==> src/rtl/btn_debounce_sync.sv <==
`default_nettype none
// ============================================================================
// Module   : btn_debounce_sync
// Purpose  : Two-flop synchronizer plus per-channel debounce for button pads,
//            producing debounced levels and one-cycle press/release pulses.
//            Optional auto-repeat of btn_press: BTN_DEBOUNCE_AUTOREPEAT_EN.
// Revision : 1.0 - initial release
// ============================================================================
module btn_debounce_sync #(
  parameter int unsigned WIDTH           = 8,
  parameter int unsigned DEBOUNCE_CYCLES = 50,
  parameter int unsigned REPEAT_CYCLES   = 100000
) (
  input  logic             clk,
  input  logic             rst,
  input  logic [WIDTH-1:0] btn_raw,
  output logic [WIDTH-1:0] btn_level,
  output logic [WIDTH-1:0] btn_press,
  output logic [WIDTH-1:0] btn_release,
  output logic             any_press
);

  localparam int unsigned          c_CNT_W   = $clog2(DEBOUNCE_CYCLES + 1);
  localparam logic [c_CNT_W-1:0]   c_CNT_MAX = c_CNT_W'(DEBOUNCE_CYCLES - 1);

`ifdef BTN_DEBOUNCE_AUTOREPEAT_EN
  localparam int unsigned          c_REP_W   = $clog2(REPEAT_CYCLES);
  localparam logic [c_REP_W-1:0]   c_REP_MAX = c_REP_W'(REPEAT_CYCLES - 1);
`else
  logic unused_repeat_cfg;
  assign unused_repeat_cfg = (REPEAT_CYCLES == 0);
`endif

  logic [WIDTH-1:0] sync1_q;
  logic [WIDTH-1:0] sync2_q;

  always_ff @(posedge clk) begin
    if (rst) begin
      sync1_q <= '0;
      sync2_q <= '0;
    end else begin
      sync1_q <= btn_raw;
      sync2_q <= sync1_q;
    end
  end

  for (genvar i = 0; i < WIDTH; i++) begin : g_chan
    logic [c_CNT_W-1:0] cnt_q, cnt_d;
    logic               level_q, level_d;
    logic               press_q, press_d;
    logic               release_q, release_d;
    logic               accept;
    logic               rep_fire;

    // Counter only runs while the synchronized input disagrees with the level.
    always_comb begin
      cnt_d  = cnt_q;
      accept = 1'b0;
      if (sync2_q[i] == level_q) begin
        cnt_d = '0;
      end else if (cnt_q == c_CNT_MAX) begin
        cnt_d  = '0;
        accept = 1'b1;
      end else begin
        cnt_d = cnt_q + 1'b1;
      end
      level_d   = accept ? sync2_q[i] : level_q;
      press_d   = (accept & sync2_q[i]) | rep_fire;
      release_d = accept & ~sync2_q[i];
    end

`ifdef BTN_DEBOUNCE_AUTOREPEAT_EN
    logic [c_REP_W-1:0] rep_q, rep_d;

    // Phase restarts on every accepted edge; repeats fire only while held.
    always_comb begin
      rep_d    = rep_q + 1'b1;
      rep_fire = 1'b0;
      if (!level_q || accept) begin
        rep_d = '0;
      end else if (rep_q == c_REP_MAX) begin
        rep_d    = '0;
        rep_fire = 1'b1;
      end
    end

    always_ff @(posedge clk) begin
      if (rst) rep_q <= '0;
      else     rep_q <= rep_d;
    end
`else
    assign rep_fire = 1'b0;
`endif

    always_ff @(posedge clk) begin
      if (rst) begin
        cnt_q     <= '0;
        level_q   <= 1'b0;
        press_q   <= 1'b0;
        release_q <= 1'b0;
      end else begin
        cnt_q     <= cnt_d;
        level_q   <= level_d;
        press_q   <= press_d;
        release_q <= release_d;
      end
    end

    assign btn_level[i]   = level_q;
    assign btn_press[i]   = press_q;
    assign btn_release[i] = release_q;
  end

  assign any_press = |btn_press;

endmodule
`default_nettype wire
==> config.mk <==
export PLATFORM = sky130hd
export DESIGN_NAME = btn_debounce_sync
export DESIGN_NICKNAME = d
export VERILOG_FILES = /design/src/rtl/btn_debounce_sync.sv
export SDC_FILE = /design/constraint.sdc
export NUM_CORES = 1
export LEC_CHECK = 0
export CORE_UTILIZATION = 45
export DETAILED_ROUTE_END_ITERATION = 10
export PLACE_DENSITY = 0.63
export SLEW_MARGIN = 0
export SYNTH_ARGS = -nofsm -noshare
export SYNTH_HDL_FRONTEND = slang
export SYNTH_SLANG_ARGS = --single-unit
==> constraint.sdc <==
create_clock -name clk -period 1.4 [get_ports clk]
set_clock_uncertainty 0.05 [all_clocks]
set_input_delay 0.14 -clock clk [delete_from_list [all_inputs] [get_ports clk]]
set_output_delay 0.14 -clock clk [all_outputs]
set_load 0.05 [all_outputs]
# ---- Yosys cells after proc, flatten, opt, wreduce, memory -nomap -nowiden
# Index checks and enable logic that the tools add are counted.
dict set report word_totals {
  regBits 88
  input_bits 10
  word_cells 107
}
dict set report op_classes {
  n_mux 16
  bitwise_logic 24
  n_reduce_logical 9
  add_sub_neg 8
  eq_ne 16
}
# op count
set op_table {}
lappend op_table {{$add A6 B1 Y6 const B} 8}
lappend op_table {{$eq A6 B6 Y1 const B} 8}
lappend op_table {{$reduce_or A3 Y1} 8}
lappend op_table {{$and A1 B1 Y1} 16}
lappend op_table {{$mux W1} 16}
lappend op_table {{$eq A1 B1 Y1} 8}
lappend op_table {{$not A1 Y1} 8}
lappend op_table {{$reduce_or A8 Y1} 1}

# ---- Logic depth before layout (Yosys ltp)
# Gate-level depths: netlist (run 1).
dict set report depth {
  depth_word 4
  mapped_depth 5
}

# ---- Least setup slack after synthesis (run 1)
# Ideal clock, no wire load.
dict set report synth_path {
  kind {register to register}
  from {register g_chan[6].cnt_q[1]}
  to {register g_chan[6].press_q}
  path_buffers 0
  path_slack_ns 0.158
  arrival_time_ns 1.077
  period_less_slack_ns 1.242
  stages_incl_launch_ff 6
  cell_sequence {dfxtp_1 > inv_1 > ha_1 > and4b_1 > and4_1 > and2_1}
}
dict set report synth_between {
  elab_chain_len 4
}
# item line
set synth_rtl {}
lappend synth_rtl {{start, declared} 48} ;# logic [c_CNT_W-1:0] cnt_q, cnt_d;
lappend synth_rtl {{start signal, assigned} 102} ;# cnt_q <= cnt_d;
lappend synth_rtl {{$eq A6 B6 Y1} 61} ;# end else if (cnt_q == c_CNT_MAX) begin
lappend synth_rtl {{$mux W1} 61}
lappend synth_rtl {{$mux W1} 59} ;# if (sync2_q[i] == level_q) begin
lappend synth_rtl {{$and A1 B1 Y1} 68} ;# press_d = (accept & sync2_q[i]) | rep_fire;
lappend synth_rtl {{end signal, assigned} 104} ;# press_q <= press_d;
lappend synth_rtl {{end, declared} 50} ;# logic press_q, press_d;
# No other way between the ends.
# A chain may end at the register's enable or synchronous reset.

# ---- Final worst setup path (run 1)
dict set report layout_path {
  from {register g_chan[2].press_q}
  to {output any_press}
}
dict set report layout_between {
  elab_chain_len 1
}
# item line
set layout_rtl {}
lappend layout_rtl {{start, declared} 50}
lappend layout_rtl {{start signal, assigned} 104}
lappend layout_rtl {{$reduce_or A8 Y1} 114} ;# assign any_press = |btn_press;
lappend layout_rtl {{end, declared} 20} ;# output logic any_press
# No other way between the ends.

==> results of run 1 <==
## metal layers
layer / wire, um / share of wire (%) / up-vias
met5: 0 / 0 / -
met4: 125 / 2.2 / 0
met3: 168 / 2.9 / 11
met2: 2640 / 46 / 34
met1: 2840 / 49 / 1111
li1: - / - / 1271
## through the flow
step,setup TNS (ns),hold slack [ns]
detailed placement,-0.0324,0.371
global route,-0.0594,0.277
floorplan,0,0.162
global placement,0,0.370
finish,-0.00357,0.284
CTS,-0.000509,0.268
## worst max-delay path: cells and delay by family, from the launching register on
family / cells / cell delay (ns)
buffers and inverters: 1 / 0.16
and+or+nand+nor: 2 / 0.35
DFF: 1 / 0.36
## what timing repair did
item                                   CTS  global route
buffers inserted                         1             5
cloned                                   0             0
endpoints found under the hold margin    0             0
setup endpoints to repair                1            22
gates resized for setup                  8             4
pin swaps                                3             6
## flip-flops by register name, indices dropped and copies added (netlist names)
register	cells
sync2_q	8
sync1_q	8
g_chan.press_q	8
g_chan.release_q	8
g_chan.level_q	8
g_chan.cnt_q	48
## cell families (layout without fill, tap and decap cells)
| kind of cell | after synthesis | after routing | share of synthesized area, % |
|---|---|---|---|
| XOR/XNOR | 32 | 32 | 7.88 |
| adder cells (fa/ha/maj) | 16 | 16 | 5.63 |
| AND/OR/NAND/NOR | 140 | 140 | 23.5 |
| AO/OA/AOI/OAI | 40 | 40 | 6.19 |
| buffers and inverters | 45 | 89 | 7.31 |
| flip-flops | 88 | 88 | 49.5 |
## worst min path at each step
stage / to / slack, ns / start
6_report: sync1_q[1] / 0.28 / btn_raw[1]
5_1_grt: sync1_q[1] / 0.28 / btn_raw[1]
4_1_cts: sync1_q[1] / 0.27 / btn_raw[1]
3_5_place_dp: sync2_q[1] / 0.37 / sync1_q[1]
3_3_place_gp: sync2_q[6] / 0.37 / sync1_q[6]
2_1_floorplan: sync2_q[1] / 0.16 / rst
## cell usage in the layout, fill, tap and decap left out, types with 15 or more instances in the layout
cell type | synthesis | final
buf_4 | 24 | 25
o21ai_0 | 16 | 16
nand3_1 | 17 | 17
ha_1 | 16 | 16
xnor2_1 | 15 | 15
dfxtp_1 | 88 | 82
a21oi_1 | 16 | 16
nor2b_1 | 23 | 23
buf_12 | 0 | 20
xor2_1 | 17 | 17
inv_1 | 17 | 17
nor2_1 | 40 | 40
## where the power goes
group | internal [mW] | total (mW) | leakage, nW | switching, mW
combinational | 0.0618 | 0.117 | 0.856 | 0.0555
clock | 1.06 | 1.96 | 0.105 | 0.901
sequential | 2.52 | 2.54 | 0.716 | 0.0163
## cell type report
type,count,area (sq um)
Multi-Input combinational cell,228,1560
Clock buffer,10,138
Tap cell,102,128
Clock inverter,6,91.3
Sequential cell,88,1770
Timing Repair Buffer,55,689
Fill cell,706,3240
Inverter,18,67.6
==> impl_metrics.csv, run 1 <==
group,metric,value,unit
synth,ys_seq_elements,88,
floorplan,die_x,90.9,um
grt,grt_use_met3,3.45,%
route,dr_total_vias,2427,
floorplan,dieHeight,90.9,um
finish,syn_to_final_growth,24.9,%
clocking,cts_tree,"built",
route,vias_per_cell,4.79,
route,ant_nets,0,
sta,setup_viol,1,
worst_setup_path,cp.required,1.21,ns
floorplan,initial_utilization,46.3,%
clocking,cts_buffers,9,
worst_setup_path,worstPathCellList,"nor4_2 > nand2_1 > buf_6",
synth,synth.area.top_cells,"dfxtp_1 50%, ha_1 5.6%, buf_4 5.1%",
synth,netlist_area,3560,sq um
grt,grt_first_pass_wirelength,10.1,mm
sta,fin_crit_sh,100,%
sta,relSlewSlack,81.7,%
clocking,htree_levels,3,
worst_setup_path,r2r_slack,0.07,ns
worst_setup_path,crit_start,"g_chan[2].press_q",
job,drv_cap,0,
pwr,p_per_area,1040,nW/um^2
sta,slew_viol_final,0,
sta,fmax,0.712,GHz
route,dr.pass1.iters,4,
grt,grt_max_degree,25,
floorplan,core_area,7690,sq um
sta,rsz0062_at_grt,"yes",
status,status,"finished, violations left",
place,place_congestion,0.751,
grt,met2_usage,25.2,%
worst_hold_path,hp-class,"input pin to register",
place,placed_cells,485,
worst_setup_path,critical_path_class,"register to primary output",
finish,layout.nets,426,
sta,setup_slack,-0.00357,ns
finish,final_cells,507,
synth,synth-edff-count,0,
clocking,root_buffer,"clkbuf_8",
synth,yosysMostFrequentCell,"dfxtp_1",
worst_setup_path,crit_slowest_cell,"dfxtp_4",
synth,synth-seq-area-share,49.5,%
pwr,power,4.62,mW
synth,synth_top_area_cell,"dfxtp_1",
grt,grt_pass1_vias,2309,
route,drt_iter0_drc,64,
clocking,clkSlewWorstSetupHoldPaths,0.09,ns
grt,grt_overflow,0,
synth,yosysUniqueCellTypes,26,
status,failed_checks,"setup timing",
clocking,clock_tree.buffer_depth,2,
worst_setup_path,cp-endpoint,"any_press",
sta,worstMarginPinSlew,0.275,ns
finish,drive_gt1_share,19.5,%
worst_setup_path,rr_endpoint,"g_chan[4].press_q",
grt,antenna_found_initial,0,
place,port-buffer-count,34,
grt,grtUsageMet1,18.7,%
worst_setup_path,max_stage_delay,0.36,ns
place,hpwl,4.18,mm
pwr,p_leak,1.68,nW
finish,final_core_util,57.8,%
route,drc,0,
worst_setup_path,critPathArrivalTime,1.21,ns
synth,syn_avg_cell_area,9.86,sq um
clocking,clkSinkCount,88,
floorplan,io_pins,35,
sta,hold_viol,0,
route,wl_per_cell,11.4,um
place,dpl_cell_area,4130,sq um
clocking,cts_hold_buf,0,
clocking,clk_latency,0.35,ns
synth,yosysWarnings,0,
route,drt_wl_total,5.78,mm
synth,synthCells,361,
worst_setup_path,start_kind,"register",
worst_hold_path,holdPathStages,2,
finish,diodes,0,
synth,yosysTopAreaCellShare,49.5,%
worst_setup_path,path_max_fanout,2,
floorplan,fp-row-count,32,
pwr,vdd_drop_max,0.523,mV
place,pre_cts_ws,-0.0242,ns
finish,final_area,4450,sq um
synth,ys.flop_type,"dfxtp_1",
worst_setup_path,r2r_cells,5,
synth,async_reset_ff_share,0,%
grt,grt_busiest_layer,"met2",
grt,track_usage,15.4,%
worst_setup_path,end_kind,"primary output",
floorplan,dieArea,8270,sq um
synth,synth_nets,387,
sta,period_minus_slack,1.40,ns
worst_setup_path,r2r_start,"g_chan[4].cnt_q[1]",
synth,yosys-top-cells-count,"88 x dfxtp_1, 40 x nor2_1, 24 x buf_4, 23 x nor2b_1",
Power figures use the tool's default switching activity.
==> run 2, diff against run 1 <==
--- a/config.mk
+++ b/config.mk
@@ -5,9 +5,10 @@
 export SDC_FILE = /design/constraint.sdc
 export NUM_CORES = 1
 export LEC_CHECK = 0
+export ABC_CLOCK_PERIOD_IN_PS = 1400
 export CORE_UTILIZATION = 45
 export DETAILED_ROUTE_END_ITERATION = 10
-export PLACE_DENSITY = 0.63
+export PLACE_DENSITY_LB_ADDON = 0.12
 export SLEW_MARGIN = 0
 export SYNTH_ARGS = -nofsm -noshare
 export SYNTH_HDL_FRONTEND = slang
==> run 2 against run 1 <==
Effect of this change: the flow still finishes with violations (setup timing); register-to-register slack hardly changed; clock-buffer cell count increased by 4; wire length grew 0.87%; cell area grew 0.14%; die area is the same; critical path type unchanged.
==> impl_metrics.csv, run 2 (synthesized netlist as in run 1, its figures left out) <==
group,metric,value,unit
sta,hold-worst-slack,0.289,ns
floorplan,initial_utilization,46.3,%
floorplan,core_area,7690,sq um
route,wl_met2,2.56,mm
sta,fmax,0.705,GHz
floorplan,fp-row-count,32,
pwr,p_per_area,995,nW/um^2
worst_setup_path,path_max_fanout,2,
worst_setup_path,start_kind,"register",
finish,syn_to_final_growth,25.1,%
route,route.met3.wl,189,um
route,dr_total_vias,2420,
clocking,clkSinkCount,88,
sta,fin_crit_sh,101,%
sta,relSlewSlack,80.2,%
clocking,root_buffer,"clkbuf_8",
floorplan,dieArea,8270,sq um
route,wl_per_cell,11.4,um
pwr,p_leak,1.69,nW
route,wl_met1,2.94,mm
route,drt_wl_total,5.83,mm
worst_hold_path,hp-class,"input pin to register",
finish,layout.nets,430,
finish,drive_gt1_share,18.8,%
worst_setup_path,cp.required,1.21,ns
worst_setup_path,critPathArrivalTime,1.23,ns
place,place_congestion,0.734,
clocking,cts_tree,"built",
sta,setup_viol,1,
route,vias_per_cell,4.74,
grt,antenna_found_initial,0,
clocking,clk_latency,0.35,ns
sta,period_minus_slack,1.42,ns
worst_setup_path,r2r_cells,5,
worst_setup_path,end_kind,"primary output",
place,dpl_cell_area,4140,sq um
worst_setup_path,critical_path_class,"register to primary output",
route,top_layer_used,"met4",
route,dr.pass1.iters,4,
finish,final_cell_mix,"85 x dfxtp_1, 40 x nor2_1, 29 x buf_4",
clocking,htree_levels,3,
status,status,"finished, violations left",
grt,grt_max_degree,25,
finish,final_area,4450,sq um
grt,grt_pass1_vias,2244,
status,failed_checks,"setup timing",
job,drv_cap,0,
grt,grt_first_pass_wirelength,10.0,mm
place,port-buffer-count,34,
clocking,clkSlewWorstSetupHoldPaths,0.08,ns
clocking,cts_hold_buf,0,
grt,track_usage,15.3,%
route,ant_nets,0,
clocking,cts_buffers,9,
sta,setup_slack,-0.0187,ns
sta,rsz0062_at_grt,"yes",
finish,diodes,0,
route,drt_iter0_drc,65,
floorplan,dieHeight,90.9,um
grt,grt_overflow,0,
finish,layout_commonest_cell,"dfxtp_1",
pwr,vdd_drop_max,0.529,mV
clocking,clock_tree.buffer_depth,2,
sta,hold_viol,0,
worst_hold_path,holdPathStages,2,
finish,largest_register_ffs,48,
sta,tns,-0.0187,ns
floorplan,io_pins,35,
sta,worstMarginPinSlew,0.297,ns
place,hpwl,4.16,mm
route,drc,0,
finish,regMostFlops,"g_chan.cnt_q",
floorplan,die_x,90.9,um
sta,slew_viol_final,0,
[run 2: cell count changes in the layout (fill, tap and decap cells not counted), moves of 2 or more]
cell        previous run  this run
buf_4                 25        29
clkbuf_1               0         3
dfxtp_1               82        85
dfxtp_2                4         1
clkinvlp_4             3         1
[run 2: final cells by class]
cell class	instances	area (sq um)
Inverter	18	67.6
Sequential cell	88	1770
Fill cell	712	3240
Clock buffer	14	163
Timing Repair Buffer	59	719
Multi-Input combinational cell	228	1570
Tap cell	102	128
Clock inverter	2	37.5
[run 2: per-stage QoR]
step	utilization [%]	std cells	power, mW	worst slack [ns]
6_report	57.9	511	4.43	-0.0187
5_1_grt	57.9	511	4.61	-0.0840
4_1_cts	57.3	507	4.49	-0.0273
3_5_place_dp	53.9	486	2.72	-0.0516
3_3_place_gp	53.9	486	2.72	-0.0108
2_1_floorplan	-	361	2.66	0.158
[run 2: path summary, 6_finish.rpt]
kind	slack, ns	endpoint	startpoint
setup / recovery	-0.02	any_press	g_chan[2].press_q
hold / removal	0.29	sync1_q[6]	btn_raw[6]
setup reg to reg	0.07	g_chan[4].press_q	g_chan[4].cnt_q[1]
hold reg to reg	0.39	sync2_q[7]	sync1_q[7]
[run 2: report_power, final]
group,internal (mW),switching [mW],total (mW)
sequential,2.52,0.0164,2.54
combinational,0.0633,0.0574,0.121
clock,0.926,0.840,1.77
[run 2: metal layers]
metal | global-route usage [%] | up-vias
li1 | - | 1275
met1 | 20.3 | 1099
met2 | 23.2 | 37
met3 | 3.20 | 9
met4 | 8.73 | 0
met5 | 0 | -
[run 2: repair_timing]
| action | CTS | global route |
|---|---|---|
| setup endpoints to repair | 10 | 18 |
| pin swaps | 5 | 4 |
| resized for setup | 7 | 3 |
| buffers inserted | 5 | 4 |
[run 2: worst max-delay path: stages (launching register included)]
cell and delay, ns:
dfxtp_4 0.36, nor4_4 0.26, nand2_1 0.10, buf_6 0.16
==> run 3, diff against run 2 <==
--- a/config.mk
+++ b/config.mk
@@ -8,8 +8,9 @@
 export ABC_CLOCK_PERIOD_IN_PS = 1400
 export CORE_UTILIZATION = 45
 export DETAILED_ROUTE_END_ITERATION = 10
+export GPL_TIMING_DRIVEN = 0
 export PLACE_DENSITY_LB_ADDON = 0.12
-export SLEW_MARGIN = 0
+export SLEW_MARGIN = 20
 export SYNTH_ARGS = -nofsm -noshare
 export SYNTH_HDL_FRONTEND = slang
 export SYNTH_SLANG_ARGS = --single-unit
==> run 3 against run 2 <==
Effect of this change: the run now ends clean; sequential power hardly changed; critical endpoint unchanged; largest power group unchanged; global-route usage shrank 0.26 points; worst hold slack improved by 0.0036 ns; critical path depth did not move.
==> impl_metrics.csv, run 3 (synthesized netlist as in run 1, its figures left out) <==
group,metric,value,unit
finish,layout_commonest_cell,"dfxtp_1",
clocking,htree_levels,3,
route,wl_per_cell,11.0,um
worst_setup_path,worstPathCellList,"nor4_2 > nand2_1 > buf_6",
sta,rsz0062_at_grt,"yes",
route,drt_wl_total,5.76,mm
finish,final_core_util,55.7,%
status,status,"finished, final reports clean",
finish,layout.nets,442,
pwr,power.switching,0.899,mW
floorplan,fp-row-count,32,
clocking,cts_hold_buf,0,
pwr,comb_power_share,2.5,%
floorplan,die_x,90.9,um
place,place_congestion,0.771,
clocking,clk_latency,0.34,ns
sta,hold-worst-slack,0.293,ns
place,hpwl,4.11,mm
clocking,cts_buffers,9,
worst_setup_path,crit_slowest_cell,"dfxtp_1",
place,port-buffer-count,34,
worst_hold_path,hp-class,"input pin to register",
route,dr_total_vias,2479,
sta,fin_crit_sh,98.8,%
clocking,cts_tree,"built",
grt,grt_first_pass_wirelength,9.98,mm
sta,hold_viol,0,
grt,grt_max_degree,14,
worst_setup_path,end_kind,"primary output",
worst_setup_path,cp.required,1.21,ns
sta,fmax,0.723,GHz
finish,multiInputGateArea,1550,sq um
grt,grt_overflow,0,
finish,final_cell_mix,"83 x dfxtp_1, 40 x nor2_1, 36 x buf_4",
pwr,internal-power,3.54,mW
clocking,clkSlewWorstSetupHoldPaths,0.08,ns
worst_setup_path,path_buf_inv,1,
sta,tns,0,ns
grt,track_usage,15.1,%
finish,register_area,1770,sq um
route,ant_nets,0,
pwr,switching_share,20.2,%
pwr,p_leak,1.68,nW
finish,diodes,0,
job,drv_cap,0,
clocking,clkSinkCount,88,
worst_setup_path,critPathTopFamily,"simple AND/OR/NAND/NOR gates",
grt,grt_pass1_vias,2335,
route,dr.pass1.iters,4,
finish,largest_register_ffs,48,
sta,period_minus_slack,1.38,ns
pwr,vdd_drop_max,0.617,mV
finish,fillers,737,
pwr,p_per_area,1040,nW/um^2
floorplan,initial_utilization,46.3,%
finish,regMostFlops,"g_chan.cnt_q",
sta,setup_viol,0,
place,dpl_cell_area,4030,sq um
floorplan,dieArea,8270,sq um
sta,setup_slack,0.0172,ns
floorplan,core_area,7690,sq um
clocking,root_buffer,"clkbuf_8",
route,drc,0,
finish,final_area,4280,sq um
worst_setup_path,critPathArrivalTime,1.19,ns
pwr,pwr-share-clk,40.1,%
clocking,clock_tree.buffer_depth,2,
floorplan,dieHeight,90.9,um
route,drt_iter0_drc,76,
finish,drive_gt1_share,21.7,%
route,vias_per_cell,4.75,
grt,antenna_found_initial,0,
sta,worstMarginPinSlew,0.606,ns
worst_setup_path,max_stage_delay,0.32,ns
place,pre_cts_ws,-0.378,ns
worst_setup_path,critical_path_class,"register to primary output",
worst_setup_path,start_kind,"register",
worst_setup_path,path_max_fanout,2,
sta,relSlewSlack,59.6,%
finish,syn_to_final_growth,20.4,%
floorplan,io_pins,35,
pwr,p_seq_share,57.4,%
sta,slew_viol_final,0,
run 3: changes by cell type in the layout (fill, tap and decap cells not counted):
| cell | delta |
|---|---|
| buf_12 | -20 |
| buf_2 | +11 |
| buf_4 | +7 |
| clkbuf_1 | -1 |
| clkbuf_4 | +1 |
| clkbuf_8 | +1 |
| clkdlybuf4s15_2 | +11 |
| clkinv_2 | +2 |
| clkinvlp_4 | -1 |
| dfxtp_1 | -2 |
| dfxtp_2 | +4 |
| dfxtp_4 | -2 |
| nor4_2 | +2 |
| nor4_4 | -2 |
run 3: worst paths after layout:
path	end	slack [ns]	from	cells past startpoint
max	any_press	0.02	g_chan[5].press_q	3
max reg2reg	g_chan[7].press_q	0.06	g_chan[7].cnt_q[1]	5
min	sync1_q[1]	0.29	btn_raw[1]	2
min reg2reg	sync2_q[6]	0.39	sync1_q[6]	1
run 3: worst register-to-register path, stage by stage (launching register included):
cell     delay [ns]
dfxtp_1        0.37
inv_1          0.06
ha_1           0.19
and4b_1        0.20
and4_1         0.19
and2_1         0.17
run 3: timing repair:
item / CTS / global route
buffers inserted: 7 / 3
gates resized for setup: 93 / 18
pin swaps: 7 / 3
setup endpoints to repair: 58 / 35
hold endpoints to repair: 0 / 0
run 3: cell type report:
| class | instances | share of cell area [%] |
|---|---|---|
| buffer | 27 | 4.56 |
| clock buffer | 12 | 3.86 |
| clock inverter | 3 | 0.935 |
| inverter | 18 | 1.58 |
| multi-input combinational | 228 | 36.2 |
| sequential | 88 | 41.3 |
| tap | 102 | 2.98 |
| timing repair buffer | 44 | 8.65 |
run 3: power by group through the flow:
stage               Combinational (mW)  Sequential (mW)  Clock [mW]
finish                           0.111             2.55        1.78
global route                     0.125             2.55        1.94
CTS                              0.108             2.55        1.82
detailed placement               0.100             2.61           0
global placement                0.0998             2.61           0
floorplan                       0.0529             2.60           0
run 3: stage by stage:
step / total power [mW] / cells
after floorplan: 2.66 / 361
after global placement: 2.71 / 497
after detailed placement: 2.71 / 497
after CTS: 4.48 / 519
after global routing: 4.62 / 522
final: 4.44 / 522
run 3: layer usage:
| metal | track usage [%] | part of all wire (%) |
|---|---|---|
| met4 | 7.14 | 1.9 |
| met3 | 3.20 | 3.8 |
| met5 | 0 | 0 |
| met1 | 19.8 | 51 |
| met2 | 23.5 | 44 |
